$ cat src/rtl/tick_bcd_counter.sv
// Two-digit BCD tick counter with a multiplexed 7-segment scan; optional LEAD_ZERO_BLANK_EN blanks a zero tens digit.
// Latency: cnt_bcd/carry/running update 1 clk after the tick_in rise is sampled; seg/dig_sel are registered from current state.
// Backpressure: none; tick rises in STOP are dropped, never queued.
module tick_bcd_counter #(
  parameter int unsigned CNT_MAX     = 59,
  parameter int unsigned SCAN_DIV    = 50_000,
  parameter bit          SEG_ACT_LOW = 1'b1
) (
  input  logic       clk,
  input  logic       rst_n,
  input  logic       tick_in,
  input  logic       start_stop,
  input  logic       clr,
  output logic [7:0] cnt_bcd,
  output logic       carry,
  output logic       running,
  output logic [7:0] seg,
  output logic [1:0] dig_sel
);

  localparam int unsigned SCAN_W    = (SCAN_DIV > 2) ? $clog2(SCAN_DIV) : 1;
  localparam logic [3:0]  MAX_TENS  = 4'(CNT_MAX / 10);
  localparam logic [3:0]  MAX_ONES  = 4'(CNT_MAX % 10);
  localparam logic [7:0]  MAX_BCD   = {MAX_TENS, MAX_ONES};
  localparam logic [SCAN_W-1:0] SCAN_LAST = SCAN_W'(SCAN_DIV - 1);
  localparam logic [7:0]  SEG_OFF   = SEG_ACT_LOW ? 8'hFF : 8'h00;

  typedef enum logic {
    ST_STOP = 1'b0,
    ST_RUN  = 1'b1
  } state_e;

  state_e            state_q, state_d;
  logic              tick_d_q, tick_d_d;
  logic              running_q, running_d;
  logic              carry_q, carry_d;
  logic [7:0]        cnt_q, cnt_d;
  logic [SCAN_W-1:0] scan_q, scan_d;
  logic              idx_q, idx_d;
  logic [1:0]        dig_sel_q, dig_sel_d;
  logic [7:0]        seg_q, seg_d;

  logic              tick_rise;
  logic              scan_wrap;
  logic [3:0]        cur_digit;
  logic [7:0]        seg_raw;

  function automatic logic [6:0] glyph(input logic [3:0] d);
    logic [6:0] g;
    case (d)
      4'd0:    g = 7'h3F;
      4'd1:    g = 7'h06;
      4'd2:    g = 7'h5B;
      4'd3:    g = 7'h4F;
      4'd4:    g = 7'h66;
      4'd5:    g = 7'h6D;
      4'd6:    g = 7'h7D;
      4'd7:    g = 7'h07;
      4'd8:    g = 7'h7F;
      4'd9:    g = 7'h6F;
      default: g = 7'h00;
    endcase
    return g;
  endfunction

  // RUN/STOP control; clr always dominates start_stop.
  always_comb begin
    state_d = state_q;
    if (clr) begin
      state_d = ST_STOP;
    end else if (start_stop) begin
      state_d = (state_q == ST_RUN) ? ST_STOP : ST_RUN;
    end
    running_d = (state_d == ST_RUN);
  end

  // Counting is gated by the state before this edge, so a start coinciding
  // with a rise is not counted and a stop coinciding with a rise is.
  always_comb begin
    tick_d_d  = tick_in;
    tick_rise = tick_in & ~tick_d_q;
    cnt_d     = cnt_q;
    carry_d   = 1'b0;
    if (clr) begin
      cnt_d = 8'h00;
    end else if (tick_rise && (state_q == ST_RUN)) begin
      if (cnt_q == MAX_BCD) begin
        cnt_d   = 8'h00;
        carry_d = 1'b1;
      end else if (cnt_q[3:0] == 4'd9) begin
        cnt_d = {cnt_q[7:4] + 4'd1, 4'd0};
      end else begin
        cnt_d = {cnt_q[7:4], cnt_q[3:0] + 4'd1};
      end
    end
  end

  always_comb begin
    scan_wrap = (scan_q == SCAN_LAST);
    scan_d    = scan_wrap ? '0 : scan_q + SCAN_W'(1);
    idx_d     = idx_q ^ scan_wrap;
  end

  // Output stage decodes the slot selected by the current digit index.
  always_comb begin
    cur_digit = idx_q ? cnt_q[7:4] : cnt_q[3:0];
    seg_raw   = {(~idx_q) & running_q, glyph(cur_digit)};
`ifdef LEAD_ZERO_BLANK_EN
    if (idx_q && (cnt_q[7:4] == 4'd0)) begin
      seg_raw = 8'h00;
    end
`endif
    seg_d     = SEG_ACT_LOW ? ~seg_raw : seg_raw;
    dig_sel_d = idx_q ? 2'b01 : 2'b10;
  end

  always_ff @(posedge clk or negedge rst_n) begin
    if (!rst_n) begin
      state_q   <= ST_STOP;
      tick_d_q  <= 1'b0;
      running_q <= 1'b0;
      carry_q   <= 1'b0;
      cnt_q     <= 8'h00;
      scan_q    <= '0;
      idx_q     <= 1'b0;
      dig_sel_q <= 2'b11;
      seg_q     <= SEG_OFF;
    end else begin
      state_q   <= state_d;
      tick_d_q  <= tick_d_d;
      running_q <= running_d;
      carry_q   <= carry_d;
      cnt_q     <= cnt_d;
      scan_q    <= scan_d;
      idx_q     <= idx_d;
      dig_sel_q <= dig_sel_d;
      seg_q     <= seg_d;
    end
  end

  assign cnt_bcd = cnt_q;
  assign carry   = carry_q;
  assign running = running_q;
  assign seg     = seg_q;
  assign dig_sel = dig_sel_q;

endmodule
$ cat config.mk
export PLATFORM = sky130hd
export DESIGN_NAME = tick_bcd_counter
export DESIGN_NICKNAME = d
export VERILOG_FILES = /design/src/rtl/tick_bcd_counter.sv
export SDC_FILE = /design/constraint.sdc
export NUM_CORES = 1
export LEC_CHECK = 0
export CORE_MARGIN = 2
export CORE_UTILIZATION = 40
export DETAILED_ROUTE_END_ITERATION = 12
export PLACE_DENSITY = 0.68
export SYNTH_ARGS = -nofsm -noshare
export SYNTH_HDL_FRONTEND = slang
export SYNTH_SLANG_ARGS = --single-unit
$ cat constraint.sdc
create_clock -name clk -period 1.6 [get_ports clk]
set_input_delay 0.16 -clock clk [delete_from_list [all_inputs] [get_ports clk]]
set_output_delay 0.16 -clock clk [all_outputs]
set_load 0.1 [all_outputs]
==> flow_metrics.env, run 1 <==
export IMPL_outcome="finished, violations left"
export IMPL_failed_checks="setup timing"
export IMPL_synth_largest_area_cell="dfrtp_1"
export IMPL_leakagePower_uw=0.00117
export IMPL_cts_tree="done"
export IMPL_met1_usage_pct=20.1
export IMPL_multiInputGateArea_um2=955
export IMPL_nFillCells=339
export IMPL_nets=246
export IMPL_core_area_mm2=0.00441
export IMPL_yosys_area_share_simple_pct=20.2
export IMPL_crit_cells=4
export IMPL_syn_nets=194
export IMPL_routedWlPerCell_um=13.5
export IMPL_die_area_mm2=0.00521
export IMPL_drtIter0Drc=103
export IMPL_final_seq_area_um2=980
export IMPL_area_delta_synth_final_pct=48.9
export IMPL_hpwl_um=2660
export IMPL_path_clk_slew_ps=70
export IMPL_num_vias=1497
export IMPL_num_antenna_cells=0
export IMPL_num_rows=24
export IMPL_via_per_inst=5.27
export IMPL_grt_max_degree=26
export IMPL_cp_required_ps=1810
export IMPL_yosysWarnings=0
export IMPL_ys_seq_area_share_pct=51.8
export IMPL_cts_path_max_buffers=2
export IMPL_path_cells="or4b_4, nor3_4, and3_4, xnor2_2"
export IMPL_clkLatencyLatePin_ps=280
export IMPL_end_kind="flop"
export IMPL_ys_types=30
export IMPL_grt_use_total_pct=15.7
export IMPL_use_met2_pct=25.8
export IMPL_finish_utilization_pct=62.7
export IMPL_period_needed_ps=1630
export IMPL_arrival_ps=1840
export IMPL_io_pins=25
export IMPL_cts_htree_levels=2
export IMPL_synth_mux_area_share_pct=3.84
export IMPL_slew_headroom_pct=63.8
export IMPL_fmax_mhz=612
export IMPL_met3_usage_pct=4.44
export IMPL_critPathBufInv=0
export IMPL_synth_fa_ha_area_share_pct=6.73
export IMPL_initial_core_util_pct=42.1
export IMPL_cts_root_buf="clkbuf_8"
export IMPL_gp_congestion=0.825
export IMPL_grt_pass1_wl_um=6470
export IMPL_ir_drop_uv=444
export IMPL_fin_area_mm2=0.00277
export IMPL_drive_above_1_share_pct=39.7
export IMPL_path_max_fanout=5
export IMPL_cellPowerDensity_mw_per_mm2=714
export IMPL_cts_buffers=5
export IMPL_drv_cap=0
export IMPL_final_max_slew_viol_count=0
export IMPL_worstRegToRegCells=4
export IMPL_wirelength_um=3840
export IMPL_finalHoldViolCount=0
export IMPL_drc=0
export IMPL_grt_antenna_before_repair=0
export IMPL_grt_pass1_vias=1431
export IMPL_yosysMostFrequentCell="dfrtp_1"
export IMPL_tightestPinTransition_ps=543
export IMPL_dpl_cell_area_mm2=0.00253
export IMPL_synth_xor_area_share_pct=7.54
export IMPL_synthTopCellsByArea="dfrtp_1 (38%), dfstp_2 (14%), ha_1 (6.7%), xnor2_1 (4.2%), nor2_1 (3.6%)"
export IMPL_slowest_stage="or4b_4"
export IMPL_port_buffer_count=24
export IMPL_max_stage_delay_ps=540
export IMPL_clock_skew_ps=5.50
export IMPL_grt_busiest_layer="met2"
export IMPL_synth_common_cells="dfrtp_1 (28), nor2_1 (18), a21oi_1 (12)"
export IMPL_ys_flop_type="dfrtp_1"
export IMPL_synth_top_family_by_area="simple AND/OR/NAND/NOR gates"
export IMPL_async_flop_share_pct=100
export IMPL_synth_compound_area_share_pct=6.46
export IMPL_cts_sinks=38
export IMPL_fin_crit_sh_pct=102
export IMPL_hold_class="input port to flop"
export IMPL_ys_ff_latch=38
export IMPL_netlist_area_leader_share_pct=37.7
export IMPL_crit_type="flop to flop"
export IMPL_drtAntennaViolNets=0
export IMPL_firstDrtPassIters=4
export IMPL_overflow=0
export IMPL_synth_area_mm2=0.00186
export IMPL_crit_family="simple AND/OR/NAND/NOR gates"
export IMPL_setup_ws_ps=-35.0
export IMPL_die_h_um=72.2
export IMPL_rsz0062_at_grt="yes"
export IMPL_start_kind="flop"
export IMPL_setup_viol=3
export IMPL_whs_path_depth=1
export IMPL_avgSynthCellArea_um2=10.4
export IMPL_synth_edf_count=0
export IMPL_syn_inst=179
export IMPL_chipWidth_um=72.2
through the flow:
| step | total power [uW] | cells | setup slack [ps] | setup TNS [ps] | hold slack (ps) |
|---|---|---|---|---|---|
| 3_3_place_gp | 1210 | 271 | -42.6 | -42.6 | 177 |
| 5_1_grt | 2060 | 284 | -109 | -958 | 367 |
| 4_1_cts | 2010 | 281 | -47.7 | -47.7 | 355 |
| 2_1_floorplan | 1120 | 179 | -266 | -821 | -136 |
| 6_report | 1970 | 284 | -35.0 | -74.5 | 360 |
| 3_5_place_dp | 1210 | 271 | -69.5 | -69.5 | 178 |
layout make-up:
class | instances | share of cell area [%]
clock buffer | 7 | 2.76
clock inverter | 1 | 1.08
inverter | 7 | 1.04
multi-input combinational | 129 | 34.5
sequential | 38 | 35.4
tap | 52 | 2.35
timing repair buffer | 50 | 22.9
registers in the layout, summed over array words and instances (netlist names):
signal    count
tick_d_q      1
carry         1
running       1
seg           8
dig_sel       2
cnt_bcd       8
idx_q         1
scan_q       16
layout by cell type, fill, tap and decap left out, types with 3 or more instances in the layout:
cell type and count:
dfrtp_1 19, xnor2_1 8, nand3_1 9, nor4_1 3
nor3_1 7, nor2_4 3, o21ai_0 8, dfstp_2 10
clkbuf_8 5, ha_1 8, dfrtp_2 7, clkdlybuf4s50_1 3
nand4_1 6, xor2_1 7, buf_4 25, buf_12 20
a21oi_1 10, nor2_1 14, inv_1 6, nand2_1 11
mux2i_1 6
power by group:
part / internal (uW) / switching (uW)
Combinational: 73.4 / 132
Sequential: 981 / 12.7
Clock: 466 / 310
Total: 1520 / 455
metal layers:
| layer | up-vias | wire length (um) |
|---|---|---|
| li1 | 731 | - |
| met1 | 719 | 1690 |
| met2 | 45 | 1940 |
| met3 | 2 | 181 |
| met4 | 0 | 33 |
| met5 | - | 0 |
final timing paths:
path                       slack (ps)          to  startpoint
max                               -30       idx_q   scan_q[7]
min                               360    tick_d_q     tick_in
max reg2reg                       -30       idx_q   scan_q[7]
min reg2reg                       490      seg[7]     running
max in group asynchronous         670   scan_q[9]       rst_n
min in group asynchronous         400  cnt_bcd[0]       rst_n
cells by family after synthesis:
group           Yosys count
compound gates           23
flops                    38
mux                       7
fa+ha+maj                10
buf+inv                  13
simple gates             72
xor+xnor                 16
what timing repair did:
action                                  CTS  global route
pin swaps                                 4            12
endpoints found under the setup margin    2            19
hold buffers                              1             0
cloned                                    0             1
resized for setup                         0            25
endpoints found under the hold margin    13             0
buffers inserted                          1             3
Note: power is estimated with default switching activity, not from simulation.
==> run 2, diff against run 1 <==
- CTS_CLUSTER_SIZE: default -> 40
- SETUP_SLACK_MARGIN: default -> 0.2
==> flow_metrics.env, run 2 (synthesis gave the netlist of run 1 again) <==
export IMPL_mostFrequentLayoutCells="buf_12 (22), buf_4 (19), dfrtp_1 (18)"
export IMPL_start_kind="flop"
export IMPL_final_cells=285
export IMPL_hpwl_um=2740
export IMPL_overflow=0
export IMPL_area_delta_synth_final_pct=60.2
export IMPL_fin_crit_sh_pct=102
export IMPL_arrival_ps=1840
export IMPL_drive_above_1_share_pct=50.2
export IMPL_drc=0
export IMPL_multiInputGateArea_mm2=0.00109
export IMPL_setup_ws_ps=-26.0
export IMPL_power_internal_uw=1410
export IMPL_grt_use_total_pct=16.9
export IMPL_pwr_share_seq_pct=52.6
export IMPL_crit_type="flop to flop"
export IMPL_firstDrtPassIters=4
export IMPL_fin_tns_setup_ps=-91.3
export IMPL_wirelength_um=4310
export IMPL_layout_commonest_cell="buf_12"
export IMPL_grt_antenna_before_repair=0
export IMPL_ir_drop_uv=443
export IMPL_cts_buffers=5
export IMPL_gp_congestion=0.789
export IMPL_path_max_fanout=3
export IMPL_grt_max_degree=30
export IMPL_max_stage_delay_ps=480
export IMPL_p_sw_uw=485
export IMPL_nFillCells=310
export IMPL_die_area_mm2=0.00521
export IMPL_end_kind="flop"
export IMPL_routedWlPerCell_um=15.1
export IMPL_regMostFlops="scan_q"
export IMPL_cts_path_max_buffers=2
export IMPL_path_cells="inv_2, ha_4, nand3b_1, or2_1, or4_4, a21oi_2"
export IMPL_cts_root_buf="clkbuf_8"
export IMPL_fin_area_mm2=0.00298
export IMPL_slowest_stage="dfrtp_4"
export IMPL_failed_checks="setup timing"
export IMPL_finish_utilization_pct=67.5
export IMPL_critPathBufInv=1
export IMPL_power_frac_comb_pct=11.3
export IMPL_tightestPinTransition_ps=402
export IMPL_leakagePower_uw=0.00121
export IMPL_crit_family="simple AND/OR/NAND/NOR gates"
export IMPL_chipWidth_um=72.2
export IMPL_outcome="finished, violations left"
export IMPL_dpl_cell_area_mm2=0.00255
export IMPL_cts_tree="done"
export IMPL_io_pins=25
export IMPL_grt_pass1_vias=1519
export IMPL_core_area_mm2=0.00441
export IMPL_slew_headroom_pct=72.4
export IMPL_drtIter0Drc=72
export IMPL_port_buffer_count=24
export IMPL_final_seq_area_um2=991
export IMPL_nets=247
export IMPL_cp_required_ps=1810
export IMPL_fmax_mhz=615
export IMPL_num_rows=24
export IMPL_grt_pass1_wl_um=6850
export IMPL_drv_cap=0
export IMPL_num_antenna_cells=0
export IMPL_cts_sinks=38
export IMPL_path_clk_slew_ps=70
export IMPL_switching_share_pct=25.7
export IMPL_placed_cells=268
export IMPL_rsz0062_at_grt="yes"
export IMPL_pwr_share_clk_pct=36.2
export IMPL_hold_class="input port to asynchronous set/reset pin"
export IMPL_initial_core_util_pct=42.1
export IMPL_final_max_slew_viol_count=0
export IMPL_finalHoldViolCount=0
export IMPL_cts_htree_levels=2
export IMPL_clkLatencyLatePin_ps=290
export IMPL_drtAntennaViolNets=0
export IMPL_cellPowerDensity_mw_per_mm2=635
export IMPL_setup_viol=7
export IMPL_via_per_inst=5.22
export IMPL_num_vias=1489
export IMPL_period_needed_ps=1630
export IMPL_design_power_total_uw=1890
export IMPL_die_h_um=72.2
export IMPL_clock_skew_ps=5.90
export IMPL_largest_register_ff_count=16
run 2: worst register-to-register path: stages (launching register included):
cell and delay, ps:
dfrtp_4 480, inv_2 70, ha_4 120, nand3b_1 90, or2_1 240, or4_4 430, a21oi_2 120
run 2: area by class of cell:
type | count | area share, %
well taps | 52 | 2.18
multi-input cells | 128 | 36.8
clock buffers | 7 | 2.90
flip-flops and latches | 38 | 33.3
clock inverters | 1 | 0.168
inverters | 7 | 0.882
repair buffers | 52 | 23.8
run 2: metal layers:
layer	up-vias	share of wire, %	GRT usage [%]
met2	18	53	26.7
met5	-	0	0
met4	0	2.0	7.34
met3	9	2.5	4.31
li1	730	-	-
met1	732	43	22.1
run 2: path summary, 6_finish.rpt:
check / start / end / slack [ps] / cells past startpoint
worst max-delay path: cnt_bcd[1] / cnt_bcd[7] / -30 / 6
max in group asynchronous: rst_n / seg[1] / 670 / 3
min in group clk: tick_in / tick_d_q / 330 / 1
worst max register to register: cnt_bcd[1] / cnt_bcd[7] / -30 / 6
worst min-delay path: rst_n / tick_d_q / 260 / 2
worst min register to register: running / seg[7] / 510 / 1
run 2: repair_timing:
| item | CTS | global route |
|---|---|---|
| buffers inserted | 2 | 5 |
| hold buffers | 1 | 0 |
| gates cloned | 0 | 1 |
| pin swaps | 5 | 13 |
| gates resized for setup | 22 | 33 |
| endpoints found under the hold margin | 9 | 0 |
| setup endpoints to repair | 23 | 28 |
run 2: power by group through the flow:
stage / Combinational, uW / Sequential [uW] / Clock (uW)
2_1_floorplan: 30.3 / 1090 / 0
3_3_place_gp: 205 / 1010 / 0
3_5_place_dp: 208 / 1010 / 0
4_1_cts: 211 / 994 / 704
5_1_grt: 227 / 995 / 742
6_report: 213 / 994 / 684
run 2: stage by stage:
step	hold WS (ps)	setup WS, ps
after CTS	272	-42.1
after global routing	306	-83.7
after floorplan	-136	-263
after detailed placement	28.9	-84.0
final	261	-26.0
after global placement	26.5	-33.2
